## src/rtl/systolic_ctrl_pkg.sv

```systemverilog
// Shared types and constants for the 3x3 systolic array sequencer.
package systolic_ctrl_pkg;

  typedef enum logic [2:0] {StIdle, StClear, StFeed, StDrain, StCapture} state_e;

  localparam int unsigned SaN       = 3;
  localparam int unsigned SaFeedCyc = 2 * SaN - 1;

  // Flat element index of (r, c) in a row-major 3x3 matrix.
  function automatic logic [3:0] elem_idx(input logic [1:0] r, input logic [1:0] c);
    return {2'b00, r} * 4'd3 + {2'b00, c};
  endfunction

endpackage

```

## src/rtl/systolic_ctrl_skew_sel.sv

```systemverilog
// Picks the diagonally skewed row/column elements for feed step k.
module systolic_ctrl_skew_sel
  import systolic_ctrl_pkg::*;
#(
  parameter int unsigned data_size = 32
) (
  input  logic [3:0]             k,
  input  logic [9*data_size-1:0] a_mat,
  input  logic [9*data_size-1:0] b_mat,
  output logic [data_size-1:0]   a1,
  output logic [data_size-1:0]   a2,
  output logic [data_size-1:0]   a3,
  output logic [data_size-1:0]   b1,
  output logic [data_size-1:0]   b2,
  output logic [data_size-1:0]   b3
);

  logic [data_size-1:0] a_el  [9];
  logic [data_size-1:0] b_el  [9];
  logic [data_size-1:0] a_sel [SaN];
  logic [data_size-1:0] b_sel [SaN];
  logic [3:0]           d;

  for (genvar n = 0; n < 9; n++) begin : g_unpack
    assign a_el[n] = a_mat[n*data_size +: data_size];
    assign b_el[n] = b_mat[n*data_size +: data_size];
  end

  // Row i of A and column i of B both enter i cycles late.
  always_comb begin
    d = '0;
    for (int i = 0; i < int'(SaN); i++) begin
      a_sel[i] = '0;
      b_sel[i] = '0;
      d        = k - 4'(i);
      if (k >= 4'(i) && d <= 4'd2) begin
        a_sel[i] = a_el[elem_idx(2'(i), d[1:0])];
        b_sel[i] = b_el[elem_idx(d[1:0], 2'(i))];
      end
    end
  end

  assign a1 = a_sel[0];
  assign a2 = a_sel[1];
  assign a3 = a_sel[2];
  assign b1 = b_sel[0];
  assign b2 = b_sel[1];
  assign b3 = b_sel[2];

endmodule

```

## src/rtl/systolic_ctrl.sv

```systemverilog
// Sequencer for the 3x3 output-stationary systolic array: latch, clear, feed, drain, capture.
module systolic_ctrl
  import systolic_ctrl_pkg::*;
#(
  parameter int unsigned data_size = 32,
  parameter int unsigned DRAIN_CYC = 4
) (
  input  logic                   clk,
  input  logic                   rst,
  input  logic                   start,
  input  logic [9*data_size-1:0] a_mat,
  input  logic [9*data_size-1:0] b_mat,
  output logic                   busy,
  output logic                   done,
  output logic [9*data_size-1:0] c_mat,
  output logic                   arr_rst,
  output logic [data_size-1:0]   arr_a1,
  output logic [data_size-1:0]   arr_a2,
  output logic [data_size-1:0]   arr_a3,
  output logic [data_size-1:0]   arr_b1,
  output logic [data_size-1:0]   arr_b2,
  output logic [data_size-1:0]   arr_b3,
  input  logic [data_size-1:0]   arr_c1,
  input  logic [data_size-1:0]   arr_c2,
  input  logic [data_size-1:0]   arr_c3,
  input  logic [data_size-1:0]   arr_c4,
  input  logic [data_size-1:0]   arr_c5,
  input  logic [data_size-1:0]   arr_c6,
  input  logic [data_size-1:0]   arr_c7,
  input  logic [data_size-1:0]   arr_c8,
  input  logic [data_size-1:0]   arr_c9
);

  state_e                 state_q, state_d;
  logic [3:0]             cnt_q, cnt_d;
  logic [9*data_size-1:0] a_lat_q, a_lat_d, b_lat_q, b_lat_d, c_q, c_d;
  logic                   busy_q, busy_d, done_q, done_d, arr_rst_q, arr_rst_d;
  logic [data_size-1:0]   arr_a_q [SaN];
  logic [data_size-1:0]   arr_b_q [SaN];
  logic [data_size-1:0]   arr_a_d [SaN];
  logic [data_size-1:0]   arr_b_d [SaN];
  logic [data_size-1:0]   sel_a   [SaN];
  logic [data_size-1:0]   sel_b   [SaN];
  logic                   feed_en;

  always_comb begin
    state_d   = state_q;
    cnt_d     = cnt_q;
    a_lat_d   = a_lat_q;
    b_lat_d   = b_lat_q;
    c_d       = c_q;
    done_d    = 1'b0;
    arr_rst_d = 1'b0;
    unique case (state_q)
      StIdle: begin
        if (start) begin
          state_d   = StClear;
          a_lat_d   = a_mat;
          b_lat_d   = b_mat;
          arr_rst_d = 1'b1;
        end
      end
      StClear: begin
        state_d = StFeed;
        cnt_d   = '0;
      end
      StFeed: begin
        if (cnt_q == 4'(SaFeedCyc - 1)) begin
          state_d = StDrain;
          cnt_d   = '0;
        end else begin
          cnt_d = cnt_q + 4'd1;
        end
      end
      StDrain: begin
        if (cnt_q == 4'(DRAIN_CYC - 1)) begin
          state_d = StCapture;
          cnt_d   = '0;
        end else begin
          cnt_d = cnt_q + 4'd1;
        end
      end
      StCapture: begin
        state_d = StIdle;
        c_d     = {arr_c9, arr_c8, arr_c7, arr_c6, arr_c5, arr_c4, arr_c3, arr_c2, arr_c1};
        done_d  = 1'b1;
      end
      default: state_d = StIdle;
    endcase
    busy_d = (state_d != StIdle);
  end

  // Outputs are registered, so the selector looks at the step being entered.
  assign feed_en = (state_d == StFeed);

  systolic_ctrl_skew_sel #(
    .data_size(data_size)
  ) u_skew_sel (
    .k    (cnt_d),
    .a_mat(a_lat_q),
    .b_mat(b_lat_q),
    .a1   (sel_a[0]),
    .a2   (sel_a[1]),
    .a3   (sel_a[2]),
    .b1   (sel_b[0]),
    .b2   (sel_b[1]),
    .b3   (sel_b[2])
  );

  always_comb begin
    for (int i = 0; i < int'(SaN); i++) begin
      arr_a_d[i] = feed_en ? sel_a[i] : '0;
      arr_b_d[i] = feed_en ? sel_b[i] : '0;
    end
  end

  always_ff @(posedge clk or posedge rst) begin
    if (rst) begin
      state_q   <= StIdle;
      cnt_q     <= '0;
      a_lat_q   <= '0;
      b_lat_q   <= '0;
      c_q       <= '0;
      busy_q    <= 1'b0;
      done_q    <= 1'b0;
      arr_rst_q <= 1'b0;
      for (int i = 0; i < int'(SaN); i++) begin
        arr_a_q[i] <= '0;
        arr_b_q[i] <= '0;
      end
    end else begin
      state_q   <= state_d;
      cnt_q     <= cnt_d;
      a_lat_q   <= a_lat_d;
      b_lat_q   <= b_lat_d;
      c_q       <= c_d;
      busy_q    <= busy_d;
      done_q    <= done_d;
      arr_rst_q <= arr_rst_d;
      for (int i = 0; i < int'(SaN); i++) begin
        arr_a_q[i] <= arr_a_d[i];
        arr_b_q[i] <= arr_b_d[i];
      end
    end
  end

  assign busy    = busy_q;
  assign done    = done_q;
  assign c_mat   = c_q;
  assign arr_rst = arr_rst_q;
  assign arr_a1  = arr_a_q[0];
  assign arr_a2  = arr_a_q[1];
  assign arr_a3  = arr_a_q[2];
  assign arr_b1  = arr_b_q[0];
  assign arr_b2  = arr_b_q[1];
  assign arr_b3  = arr_b_q[2];

endmodule
```

## config.mk

```make
export PLATFORM = sky130hd
export DESIGN_NAME = systolic_ctrl
export DESIGN_NICKNAME = d
export VERILOG_FILES = /design/src/rtl/systolic_ctrl_pkg.sv /design/src/rtl/systolic_ctrl_skew_sel.sv /design/src/rtl/systolic_ctrl.sv
export SDC_FILE = /design/constraint.sdc
export NUM_CORES = 2
export LEC_CHECK = 0
export BUFFER_PORTS_ARGS = -buffer_cell sky130_fd_sc_hd__buf_2
export CORE_AREA = 2 2 524 526
export DETAILED_ROUTE_END_ITERATION = 6
export DIE_AREA = 0 0 526 528
export PLACE_DENSITY_LB_ADDON = 0.05
export SLEW_MARGIN = 20
export SYNTH_ARGS = -nofsm -noshare
export SYNTH_HDL_FRONTEND = slang
export SYNTH_SLANG_ARGS = --single-unit
```

## constraint.sdc

```tcl
create_clock -name clk -period 36.6 [get_ports clk]
set_input_delay 1.83 -clock clk [delete_from_list [all_inputs] [get_ports clk]]
set_output_delay 1.83 -clock clk [all_outputs]
set_load 0.1 [all_outputs]
```

After elaboration in Yosys (flattened, before gate mapping)
Cells that the tools add are included.
- ROM bits: 0
- memories: 0
- RAM bits: 0
- latch bits: 0
- register bits: 1066
- input port bits: 867
- shifts and indexed selects: 0
- div/mod/pow operators: 0
- multiply operators: 3
- order comparisons: 12
- reduce and logical (&&, ||, !) cells: 6
- bitwise gates (word level): 6
- eq/ne operators: 7
- multiplexer cells: 40
- add/sub/neg operators: 7
- operators with widths (cell ; count):
    32-bit binary-select mux with 4-bit select ; 6
    32-bit 2-to-1 mux ; 24
    5-bit greater-or-equal comparator, second input constant ; 6
    4-bit NOT with 5-bit output ; 5
    4-bit by 2-bit <= comparator with 1-bit output, second input constant ; 3
    2-bit by 2-bit multiplier with 4-bit output, second input constant ; 3
    3-bit one-hot mux with 4 select lines ; 1
    4-bit one-hot mux with 3 select lines ; 1
    3-bit by 2-bit equality test with 1-bit output, second input constant ; 3
    3-bit 2-to-1 mux ; 3
    4-bit by 1-bit adder with 4-bit output, second input constant ; 2
    4-bit by 1-bit greater-or-equal comparator with 1-bit output, second input constant ; 2
    4-bit 2-to-1 mux ; 2
    2-bit NOT with 5-bit output ; 1
    3-bit by 2-bit adder with 4-bit output, first input constant ; 1
    4-bit by 2-bit adder with 4-bit output, second input constant ; 1
    4-bit by 2-bit equality test with 1-bit output, second input constant ; 1
    4-bit by 3-bit equality test with 1-bit output, second input constant ; 1
    4-bit by 2-bit greater-or-equal comparator with 1-bit output, second input constant ; 1
    4-bit by 1-bit subtractor with 4-bit output, second input constant ; 1
    4-bit by 2-bit subtractor with 4-bit output, second input constant ; 1
    2-bit by 2-bit adder with 3-bit output, first input constant ; 1
    3-bit by 1-bit equality test with 1-bit output, second input constant ; 1
    3-bit equality test, second input constant ; 1
    other kinds (5) ; 9

Depth between registers and ports, before layout
- word-level depth: 12
- depth in mapped cells: 20

By module
From an unflattened synthesis, not the netlist that was laid out.
- cells, all modules: 3324
- area, all modules: 47399.2 um^2
- by module, submodules not included (module ; cells an instance ; instances ; area each (um^2)):
    systolic_ctrl ; 2277 ; 1 ; 38649.6
    systolic_ctrl_skew_sel ; 1047 ; 1 ; 8749.6

Worst setup path after synthesis
Ideal clock, no wire load.
- path kind: flip-flop to flip-flop
- from: register cnt_q[0]
- to: register arr_b_q (netlist bit arr_b2[25])
- path slack: 32.026 ns
- buffers on the path: 7
- data arrival time: 4.429 ns
- clock period less this slack: 4.574 ns
- stages on the path, launching flop included: 17
- cell sequence: dfrtp_1 -> clkbuf_1 -> inv_1 -> ha_1 -> and3b_1 -> o22ai_4 -> a21oi_4 -> buf_2 -> clkbuf_1 -> clkbuf_1 -> ha_1 -> clkbuf_1 -> inv_1 -> clkbuf_1 -> clkbuf_1 -> mux4_2 -> nor3b_2
- RTL lines (what ; line ; text):
    start: declaration ; systolic_ctrl.sv:35 ; logic [3:0] cnt_q, cnt_d;
    start signal: assignment ; systolic_ctrl.sv:133 ; cnt_q <= cnt_d;
    end signal: indexed assignment ; systolic_ctrl.sv:142 ; arr_b_q[i] <= arr_b_d[i];
    end: declaration ; systolic_ctrl.sv:39 ; logic [data_size-1:0] arr_b_q [SaN];

==> implementation parameters <==
Parameter                              Value

Clock tree
  Clock-pin transition on the worst setup and hold timing paths ... 0.07 ns
  H-tree level count ... 4
  CTS max path bufs ... 4
  TritonCTS clock tree ... yes
  Root Driver ... clkbuf_16
  CTS sink cnt ... 1066
  CTS buffer count ... 153
  Post-cts sizing count ... 0
  # hold bufs at CTS ... 0
  Latest clock arrival within the worst-skew pair ... 0.83 ns
  Number of post-CTS setup repair buffers ... 0

Route
  Routed length on met2 ... 124 mm
  WL met1 ... 121 mm
  Average via count per standard cell ... 4.10
  Number of design rule violations left after detail routing ... 0
  Highest metal layer used by the detailed router ... met5
  Vias ... 38935
  Detail Route Antenna Nets ... 0
  Pre-Repair DR Iteration Count ... 5
  Detail-routed net length per standard cell ... 28.5 um
  Violation count after the first detailed-routing iteration ... 2470
  Final routed wirelength across all metal layers ... 271 mm
  Routed met3 length ... 19.8 mm

Global route
  Antenna violations before repair ... 186
  Via count of the first global-routing pass ... 40880
  Total global routing track utilization ... 19.0%
  Pin count of the biggest net entering global routing ... 179
  Total grt overflow ... 0
  Global-route wire length before repair ... 367 mm

Job
  Max-cap check violation count ... 0

Timing
  Achievable clock frequency ... 0.168 GHz
  Post-route setup TNS ... 0 ns
  Setup clock skew after layout ... 0.0532 ns
  Crit share post-route ... 16.3%
  Setup repair after global routing missed its margin ... no
  Final count of hold timing violations ... 0
  Fin. max-slew vios ... 0
  Final Hold Slack ... 0.469 ns
  Normalized max-slew margin ... 15.3%
  Slew of the pin with the lowest slew margin ... 1.27 ns
  Final setup violation count ... 0
  Clock period minus final worst setup slack ... 5.97 ns
  Fin worst setup slack ... 30.63 ns

Worst setup path
  Worst EP required ... 37.27 ns
  Maximum net fanout on the critical path ... 47
  Launch point of the worst reg-to-reg path ... cnt_q[0]
  Kind of start point of the critical path ... register
  Critical Path AT ... 6.64 ns
  Setup crit end ... arr_b1[5]
  Launching element of the worst setup path ... cnt_q[0]
  Setup slack of the most critical reg-to-reg path ... 30.63 ns
  Capture instance of the worst register-to-register path ... arr_b1[5]
  Sort of element at the end of the critical path ... register
  Crit Path Category ... reg -> reg
  Depth of the worst register-to-register path ... 11

Yosys
  Cell area after synthesis ... 45800 um^2
  XOR/XNOR Fraction of Synth Area ... 0.0574%
  Mux share of post-synthesis cell area ... 13.5%
  Area fraction in compound gates after synthesis ... 5.90%
  Adder and majority cell fraction of the synthesized area ... 0.301%
  Share of flip-flops with an asynchronous set or reset ... 100%
  Area share of the leading cell type in the synthesized netlist ... 58.3%
  Area share of and/or/nand/nor cells after synthesis ... 19.3%
  Nets in the synthesized netlist ... 5364
  Part of the Yosys area used for sequential elements ... 58.3%
  Cell count after synthesis ... 4486
  Most frequently used flop master after synthesis ... dfrtp_1
  Top cells by area, synth ... dfrtp_1, nand2_1, mux2_2
  Avg Cell Area, Syn ... 10.2 um^2
  Count of yosys warnings during synthesis ... 0
  Cell taking the most area after synthesis ... dfrtp_1
  Combinational family with the most area after synthesis ... simple AND/OR/NAND/NOR gates
  Yosys reg bits ... 1066
  Synth cell types ... 60
  Count of flip-flops with a built-in enable after synthesis ... 0

Run status
  Result of the run ... completed

Place
  Pre-CTS setup slack ... 30.50 ns
  Detailed Place HPWL ... 200 mm
  Routability congestion estimate ... 0.812
  Cell total after placement ... 9189
  Port Buffer Count ... 1349

Final layout
  Non-Filler Instances ... 9498
  Post-layout net count ... 6633
  Most common cell after layout, fill and taps aside ... nand2_1
  Number of inserted filler cells in the final layout ... 29951
  Layout-stage area growth over the synthesis result ... 34.4%
  Proportion of layout cells with a drive suffix above 1 ... 35.7%
  Most frequent cells in the layout ... nand2_1, buf_2, dfrtp_1

Die
  Ports placed on the boundary ... 1350
  Die X-Extent ... 526 um
  Core region area ... 272000 um^2
  Starting density of the core ... 16.8%
  Total die area ... 278000 um^2
  Number of placement rows ... 192
  Die Ht ... 528 um

Min path
  HP Class ... reg -> reg
-- cell usage after synthesis (4+ instances only) --
| library cell | instances |
|---|---|
| a21oi_1 | 166 |
| mux2_2 | 288 |
| o22a_1 | 24 |
| nand3_1 | 10 |
| nor3b_2 | 10 |
| a311oi_1 | 13 |
| mux4_2 | 111 |
| o22ai_1 | 29 |
| nor3_2 | 19 |
| ha_1 | 11 |
| mux2i_1 | 42 |
| inv_1 | 8 |
| buf_4 | 4 |
| nand3b_1 | 4 |
| buf_1 | 22 |
| a22oi_1 | 37 |
| nor3_1 | 49 |
| a211oi_1 | 6 |
| clkbuf_1 | 236 |
| a32o_1 | 4 |
| nor3b_1 | 5 |
| nor2b_1 | 33 |
| a221oi_1 | 29 |
| o21ai_0 | 76 |
| dfrtp_1 | 1066 |
| o32a_1 | 14 |
| nand2_1 | 1932 |
| o221ai_1 | 4 |
| nor2_1 | 152 |
| buf_2 | 38 |
-- routing by layer --
| metal | track usage [%] | up-vias |
|---|---|---|
| met4 | 3.34 | 96 |
| met3 | 5.86 | 451 |
| met2 | 30.4 | 1351 |
| met5 | 0 | - |
| li1 | - | 17491 |
| met1 | 25.3 | 19546 |
-- critical path: stages, from the launching register on --
cell and delay, ns:
dfrtp_1 0.57, inv_1 0.24, ha_1 0.27, and3b_1 0.22, o22ai_4 0.29, a22o_4 0.68, ha_4 0.55, buf_4 0.66
nand2_1 0.74, nor2_2 1.03, a21oi_1 0.16, a221oi_1 0.35
-- worst min path at each step --
stage / slack, ns / start / cells past startpoint / end
2_1_floorplan: 0.44 / b_lat_q[102] / 2 / b_lat_q[102]
3_3_place_gp: 0.46 / b_lat_q[102] / 2 / b_lat_q[102]
3_5_place_dp: 0.46 / b_lat_q[108] / 2 / b_lat_q[108]
4_1_cts: 0.47 / b_lat_q[222] / 2 / b_lat_q[222]
5_1_grt: 0.50 / b_lat_q[222] / 2 / b_lat_q[222]
6_report: 0.47 / b_lat_q[102] / 2 / b_lat_q[102]
-- stage by stage --
step	instance area [um^2]	util, %
final	61500	22.6
after global routing	61400	22.5
after CTS	61400	22.5
after detailed placement	56600	20.8
after global placement	56600	20.8
after floorplan	45800	-
-- logic make-up after synthesis --
kind of cell	Yosys count
AOI/OAI and AO/OA	422
buffers and inverters	312
xor gates and xnor gates	3
DFF	1066
muxes	441
and+or+nand+nor	2231
adders and majority gates	11
-- state kept, by name, summed over array words and instances, names as in the netlist, 4 cells and up --
signal and flops:
arr_a2 32, arr_b1 32, c_mat 288, arr_b3 32, arr_b2 32, a_lat_q 288
arr_a3 32, cnt_q 4, b_lat_q 288, arr_a1 32
-- final cells by class --
class                   count  area, um^2  area share [%]
diodes                     44         110           0.179
clock buffers             230        4510            7.34
clock inverters            35         340           0.553
inverters                  11        68.8           0.112
multi-input cells        3108       18000            29.2
flip-flops and latches   1066       26700            43.4
well taps                3589        4490            7.30
repair buffers           1415        7330            11.9
Power is not shown: default switching activity piles up to over one toggle a cycle in this logic, so the estimate is an artifact.
